### config.mk
export PLATFORM = sky130hd
export DESIGN_NAME = adder_sched
export DESIGN_NICKNAME = d
export VERILOG_FILES = /design/src/rtl/adder_sched_pkg.sv /design/src/rtl/rr_arbiter.sv /design/src/rtl/adder_sched.sv
export SDC_FILE = /design/constraint.sdc
export NUM_CORES = 1
export LEC_CHECK = 0
export BUFFER_PORTS_ARGS = -buffer_cell sky130_fd_sc_hd__buf_2
export CORE_MARGIN = 2
export CORE_UTILIZATION = 45
export CTS_CLUSTER_DIAMETER = 120
export DETAILED_ROUTE_END_ITERATION = 8
export PLACE_DENSITY = 0.85
export SLEW_MARGIN = 20
export SYNTH_ARGS = -nofsm -noshare
export SYNTH_HDL_FRONTEND = slang
export SYNTH_SLANG_ARGS = --single-unit
### constraint.sdc
create_clock -name clk -period 7.4 [get_ports clk]
set_input_delay 0.37 -clock clk [delete_from_list [all_inputs] [get_ports clk]]
set_output_delay 0.37 -clock clk [all_outputs]
set_load 0.02 [all_outputs]
### src/rtl/adder_sched_pkg.sv
// adder_sched_pkg: shared defaults, ID width helper and result record type
// for the round-robin shared-adder scheduler.
package adder_sched_pkg;

  localparam int unsigned N_REQ_DEF = 4;
  localparam int unsigned WIDTH_DEF = 8;

  // Requester index width; a single requester still needs one ID bit.
  function automatic int unsigned id_w(input int unsigned n);
    return (n > 2) ? unsigned'($clog2(n)) : 1;
  endfunction

  localparam int unsigned ID_W_DEF = id_w(N_REQ_DEF);

  // Result slot contents for the default configuration.
  typedef struct packed {
    logic [WIDTH_DEF-1:0] sum;
    logic                 carry;
    logic [ID_W_DEF-1:0]  id;
  } res_t;

endpackage

### src/rtl/rr_arbiter.sv
// rr_arbiter: combinational round-robin arbiter. Picks the first asserted
// request at or above ptr, wrapping past N_REQ-1 back to 0.
//   req     in  N_REQ  request vector
//   ptr     in  ID_W   highest-priority index
//   en      in  1      grant enable; low forces no grant
//   gnt     out N_REQ  one-hot grant (or zero)
//   gnt_id  out ID_W   binary index of the grant
//   any_gnt out 1      a grant was issued
module rr_arbiter
  import adder_sched_pkg::*;
#(
  parameter  int unsigned N_REQ = N_REQ_DEF,
  localparam int unsigned ID_W  = id_w(N_REQ)
) (
  input  logic [N_REQ-1:0] req,
  input  logic [ID_W-1:0]  ptr,
  input  logic             en,
  output logic [N_REQ-1:0] gnt,
  output logic [ID_W-1:0]  gnt_id,
  output logic             any_gnt
);

  always_comb begin
    logic [ID_W-1:0] idx;
    idx     = '0;
    gnt     = '0;
    gnt_id  = '0;
    any_gnt = 1'b0;
    for (int unsigned k = 0; k < N_REQ; k++) begin
      idx = ID_W'((32'(ptr) + k) % N_REQ);
      if (en && !any_gnt && req[idx]) begin
        gnt[idx] = 1'b1;
        gnt_id   = idx;
        any_gnt  = 1'b1;
      end
    end
  end

endmodule

### src/rtl/adder_sched.sv
// adder_sched: shares one WIDTH-bit adder among N_REQ valid/ready requesters
// with round-robin grant and a single-entry registered result slot.
//   clk, rst_n            clock, asynchronous active-low reset
//   ena                   global enable; low freezes all state
//   req_valid/req_ready   per-requester handshake (req_ready one-hot or 0)
//   op_a, op_b            packed operands, requester i at [i*WIDTH +: WIDTH]
//   res_valid/res_ready   result slot handshake
//   res_sum, res_carry    registered sum and carry out
//   res_id                index of the requester that produced the result
//   busy                  result pending or any request outstanding
// Build option: ADDER_SAT_EN makes the sum saturate to all-ones on carry.
module adder_sched
  import adder_sched_pkg::*;
#(
  parameter  int unsigned N_REQ = N_REQ_DEF,
  parameter  int unsigned WIDTH = WIDTH_DEF,
  localparam int unsigned ID_W  = id_w(N_REQ)
) (
  input  logic                   clk,
  input  logic                   rst_n,
  input  logic                   ena,
  input  logic [N_REQ-1:0]       req_valid,
  output logic [N_REQ-1:0]       req_ready,
  input  logic [N_REQ*WIDTH-1:0] op_a,
  input  logic [N_REQ*WIDTH-1:0] op_b,
  output logic                   res_valid,
  input  logic                   res_ready,
  output logic [WIDTH-1:0]       res_sum,
  output logic                   res_carry,
  output logic [ID_W-1:0]        res_id,
  output logic                   busy
);

  logic [ID_W-1:0]  ptr;
  logic             can_load;
  logic [N_REQ-1:0] gnt;
  logic [ID_W-1:0]  gnt_id;
  logic             any_gnt;
  logic [WIDTH-1:0] a_sel;
  logic [WIDTH-1:0] b_sel;
  logic [WIDTH:0]   sum_full;
  logic [WIDTH-1:0] sum_out;

  // rst_n is folded in so no requester sees a ready while reset is held.
  assign can_load = rst_n && ena && (!res_valid || res_ready);

  rr_arbiter #(.N_REQ(N_REQ)) u_arb (
    .req     (req_valid),
    .ptr     (ptr),
    .en      (can_load),
    .gnt     (gnt),
    .gnt_id  (gnt_id),
    .any_gnt (any_gnt)
  );

  assign req_ready = gnt;
  assign busy      = res_valid || (|req_valid);

  always_comb begin
    a_sel = '0;
    b_sel = '0;
    for (int unsigned i = 0; i < N_REQ; i++) begin
      if (gnt[i]) begin
        a_sel = op_a[i*WIDTH +: WIDTH];
        b_sel = op_b[i*WIDTH +: WIDTH];
      end
    end
  end

  assign sum_full = {1'b0, a_sel} + {1'b0, b_sel};

`ifdef ADDER_SAT_EN
  assign sum_out = sum_full[WIDTH] ? '1 : sum_full[WIDTH-1:0];
`else
  assign sum_out = sum_full[WIDTH-1:0];
`endif

  always_ff @(posedge clk or negedge rst_n) begin
    if (!rst_n) begin
      res_valid <= 1'b0;
      res_sum   <= '0;
      res_carry <= 1'b0;
      res_id    <= '0;
      ptr       <= '0;
    end else if (ena) begin
      if (any_gnt) begin
        res_valid <= 1'b1;
        res_sum   <= sum_out;
        res_carry <= sum_full[WIDTH];
        res_id    <= gnt_id;
        ptr       <= (gnt_id == ID_W'(N_REQ - 1)) ? '0 : gnt_id + 1'b1;
      end else if (res_ready) begin
        res_valid <= 1'b0;
      end
    end
  end

endmodule
== Yosys cells after proc, flatten, opt, wreduce, memory -nomap -nowiden ==
Index checks and enable logic that the tools add are counted.

* $add $sub $neg: 5
* Order comparisons: 8
* Reduce and logical (&&, ||, !) cells: 23
* Bitwise gates (word level): 3
* Multiplexer cells: 39
* Equality and inequality tests: 1

{| class="wikitable"
|+ Operator list
! cell !! number
|-
| $mux 8 || 8
|-
| $mux 4 || 4
|-
| $mux 1 || 14
|-
| $logic_and 1x1->1 || 13
|-
| $lt 2x3->1 const B || 4
|-
| $or 4x4->4 || 3
|-
| $mux 2 || 5
|-
| $add 8x8->9 || 1
|-
| $bmux 1 s2 || 4
|-
| $demux 1 s2 || 4
|-
| $ge 2x1->1 const B || 4
|-
| $add 2x1->2 const B || 2
|-
| $add 2x2->2 const B || 2
|-
| $logic_not 1->1 || 4
|-
| $reduce_and 2->1 || 2
|-
| $reduce_or 4->1 || 1
|-
| $eq 2x2->1 const B || 1
|-
| $logic_or 1x1->1 || 2
|-
| $reduce_bool 2->1 || 1
|}

* Input port bits: 72
* Register bits after elaboration: 14
* Logic and storage cells: 84
* Output and inout bits: 17

== Longest topological paths before layout ==
* Word-level depth: 22
* Depth in mapped cells: 22
* Mapped depth without buffers: 19

== Cells and area by module ==
From an unflattened synthesis, not the netlist that was laid out.

* Cell total of the unflattened synthesis: 234
* Area, all modules: 1929.4 um^2

{| class="wikitable"
|+ By module, submodules not included
! module !! times used !! seq. area each (um^2) !! area an instance (um^2) !! cells an instance
|-
| adder_sched || 1 || 350.3 || 1380.1 || 168
|-
| rr_arbiter || 1 || 0.0 || 549.3 || 66
|}

== Worst setup path after synthesis ==
No wires, ideal clock.

* Kind: register to register
* Start point: register (tool-made name)
* End point: register res_sum[7]
* Buffers on the path: 3
* Slack: 3.189 ns
* Stages on the path, launching flop included: 20
* Data required time: 7.263 ns
* Data arrival time: 4.074 ns
* Cell sequence: dfrtp_1 -> buf_6 -> inv_1 -> ha_1 -> mux4_2 -> buf_6 -> or3b_1 -> a21oi_2 -> a221oi_4 -> buf_2 -> a211oi_2 -> a221o_1 -> ha_1 -> a21o_1 -> a21oi_1 -> o21bai_1 -> a211o_1 -> a31oi_1 -> xnor2_1 -> o21ai_0

{| class="wikitable"
|+ RTL lines
! item !! line !! RTL
|-
| end signal: assignment || adder_sched.sv:88 || <nowiki>res_sum <= sum_out;</nowiki>
|-
| end: declaration || adder_sched.sv:28 || <nowiki>output logic [WIDTH-1:0] res_sum,</nowiki>
|}

==> summary.txt <==
GRT
  • Number of global-route vias before repair: roughly 1900
  • Largest net degree at the start of global routing: 22
  • Global-route wire length before repair: 8500 um
  • Gr ovfl total: 0
  • Initial antenna violation count: 0
  • Gr usage total: 0.212

CTS
  • Later-pin clock latency in the skew report: 250 ps
  • H-tree depth: 1
  • Root Buffer: clkbuf_8
  • Clock transition at path regs: roughly 60 ps
  • Post-CTS resize count: 0
  • Buffer count from post-CTS setup fixing: 0
  • Total CTS buffers: 3
  • CTS Sinks: 14
  • CTS tree: done
  • Cts hold-fix bufs: 0
  • Bufs on Longest Clock Path: 2

Detailed routing
  • Via density: around 5.7
  • Total wire length: 5120 um
  • Final ANT Viol Nets: 0
  • DRC: 0
  • DR pass1 iterations: 4
  • Via Count: 1985
  • DR WL/cell: around 15 um
  • DRT iter0 DRCs: around 150

Die
  • Top Ports: slightly below 90
  • Rows: 23
  • Core area: just over 4000 sq um
  • Die width: approximately 69 um
  • Full die area: 4810 sq um
  • Die Ht: between 60 and 70 um
  • Starting Density: 0.474

STA
  • Final hold violation count: 0
  • Clk_skew: around 3.4 ps
  • Post-route minimum period: about 5700 ps
  • Final setup viols: 0
  • Final Slew Violations: 0
  • Worst-Margin Slew: 931 ps
  • Fmax achieved: between 150 and 200 MHz
  • RSZ-0062 raised after global routing: false
  • Setup tns final: 0 ps
  • Max-slew headroom at the worst pin: 0.379
  • Final period util: 0.770

Setup path
  • Buf/Inv on CP: 1
  • Worst setup EP type: flop
  • Slowest CP cell: a221o_1
  • Crit path DAT: ~5800 ps
  • Worst-path maximum fanout: 21
  • Max stage delay on crit path: roughly 750 ps
  • CP Launch Type: flop
  • Worst EP required: roughly 7500 ps
  • Setup CP Type: flop to flop
  • Crit-path leading delay family: compound AO/OA/AOI/OAI gates
  • Crit path cell chain: inv_1, ha_1, mux4_2, or3b_1, a21oi_1, a221o_1, nand2b_2, a211oi_2, a221o_1, ha_1, a21o_1, a21oi_1, o21bai_1, a211o_1, a31oi_1, xnor2_1, o21ai_0

Finish
  • Total Nets Final: 388
  • Area added between synthesis and finish: 23.6%
  • Ratio of cells with drive above 1 in the final layout: 0.430
  • Finished Core Util: 0.586
  • Non-filler cells, final: 350
  • Antenna diodes: 0
  • Post-route cell area: approximately 2400 sq um
  • Fillcell total: between 300 and 400

Synthesis
  • Synth Net Count: between 300 and 400
  • Sequential share of the synthesized area: 0.182
  • Synth Flop Type: dfrtp_1
  • Count of cell types in the netlist: 54
  • Mapped cell area: about 1900 sq um
  • Yosys warnings: 0
  • Avg Cell Area, Syn: about 8.6 sq um
  • Number of flops mapped to enable cells by yosys: 0
  • Post-synth ARST share: 1.00
  • Syn Inst Count: ~220
  • Synthesis-stage register bit count: 14

Placement
  • Routability cong.: between 0.9 and 1
  • Placed insts: roughly 350
  • DP Wirelength: slightly above 4000 um
  • Placed instance area: between 2000 and 2500 sq um
  • Port Buffers: 88

Power
  • Max VDD drop: about 0.12 mV
  • Combinational power share: 0.691
  • Register share of total power: 0.198
  • Internal power: 337 uW
  • Static Leak: between 1 and 1.5 nW
  • Pwr dens: about 280 nW/um^2
  • Sw Ratio: 0.499
  • Total Power: ~670 uW
  • Clock power frac: 0.111
  • Switching component of the power: around 330 uW

Min path
  • HP Class: primary input to asynchronous set/reset pin

Status
  • Status: finished clean

Job
  • Max-cap violations: 0
## worst register-to-register path: cells and delay by family, from the launching register on
kind	cells	cell delay, ps
adder cells (fa/ha/maj)	2	770
flip-flops	1	660
multiplexers	1	400
AO/OA/AOI/OAI	10	2390
XOR/XNOR	1	130
AND/OR/NAND/NOR	2	940
buffers and inverters	1	240
## Yosys cell counts, drive strengths merged (5+ instances only)
cell type,n,share of area
ha,14,0.091
dfrtp,14,0.18
a22oi,14,0.081
a21oi,23,0.062
o21ai,25,0.085
inv,15,0.029
and3,15,0.049
nor2,5,0.011
a21o,5,0.020
buf,12,0.048
nand2,21,0.041
## routing by layer
metal | global-route usage | up-vias | routed length, um
met5 | 0 | - | 0
li1 | - | 990 | -
met4 | 0.0675 | 0 | 72
met3 | 0.0305 | 9 | 394
met2 | 0.368 | 97 | 2510
met1 | 0.269 | 889 | 2150
## layout make-up
cell class                      instances  area [sq um]  area share
Tap cell                               50          62.6      0.0263
Multi-Input combinational cell        179          1410       0.594
Clock buffer                            4          55.1      0.0232
Timing Repair Buffer                   88           440       0.185
Inverter                               15          56.3      0.0237
Sequential cell                        14           350       0.147
## power groups by stage
stage          Clock (mW)  Combinational, mW  Sequential [mW]
2_1_floorplan           0              0.359            0.144
3_3_place_gp            0              0.447            0.133
3_5_place_dp            0              0.460            0.135
4_1_cts            0.0756              0.464            0.134
5_1_grt            0.0798              0.512            0.139
6_report           0.0747              0.464            0.133
## metrics by stage
stage / setup slack [ps] / hold WS, ps
floorplan: 3190 / 74.4
global placement: 2040 / 282
detailed placement: 1760 / 283
CTS: 1760 / 16.6
global route: 1330 / 25.4
finish: 1700 / 10.3
## state kept, by name, summed over array words and instances (netlist names), named ones only
| register | count |
|---|---|
| res_sum | 8 |
| ptr | 1 |
| res_id | 2 |
| res_carry | 1 |
| res_valid | 1 |
## cell usage in the layout, fill, tap and decap left out, drive strengths merged, types with 2 or more instances in the layout
cell type	n
a21o	5
o21ai	25
buf	88
xnor2	4
clkbuf	4
or3	2
mux2i	3
nand2	21
nand2b	2
a31oi	3
nor3	3
and3	15
a221oi	4
nor2	5
dfrtp	14
a21oi	23
xor2	3
or3b	3
ha	14
o21bai	2
a211oi	3
inv	15
nor3b	2
a221o	4
or2	2
a22oi	14
mux2	2
mux4	2
## path summary, 6_finish.rpt
| path | endpoint | slack [ps] | cells after the start |
|---|---|---|---|
| max | res_sum[7] | 1700 | 17 |
| min | asynchronous set/reset pin | 10 | 1 |
| max reg2reg | res_sum[7] | 1700 | 17 |
| min reg2reg | res_id[0] | 480 | 1 |
| max in group asynchronous | res_carry | 7140 | 1 |
| min in group clk | res_valid | 410 | 3 |
## kinds of logic after synthesis
logic type                 count (synthesis)  share of synthesized area
DFF                                       14                      0.182
adders and majority gates                 15                      0.101
and+or+nand+nor                           58                      0.163
AOI/OAI and AO/OA                         92                      0.388
muxes                                      7                     0.0507
xor gates and xnor gates                   7                     0.0319
buffers and inverters                     30                     0.0833
Power figures use the tool's default switching activity.
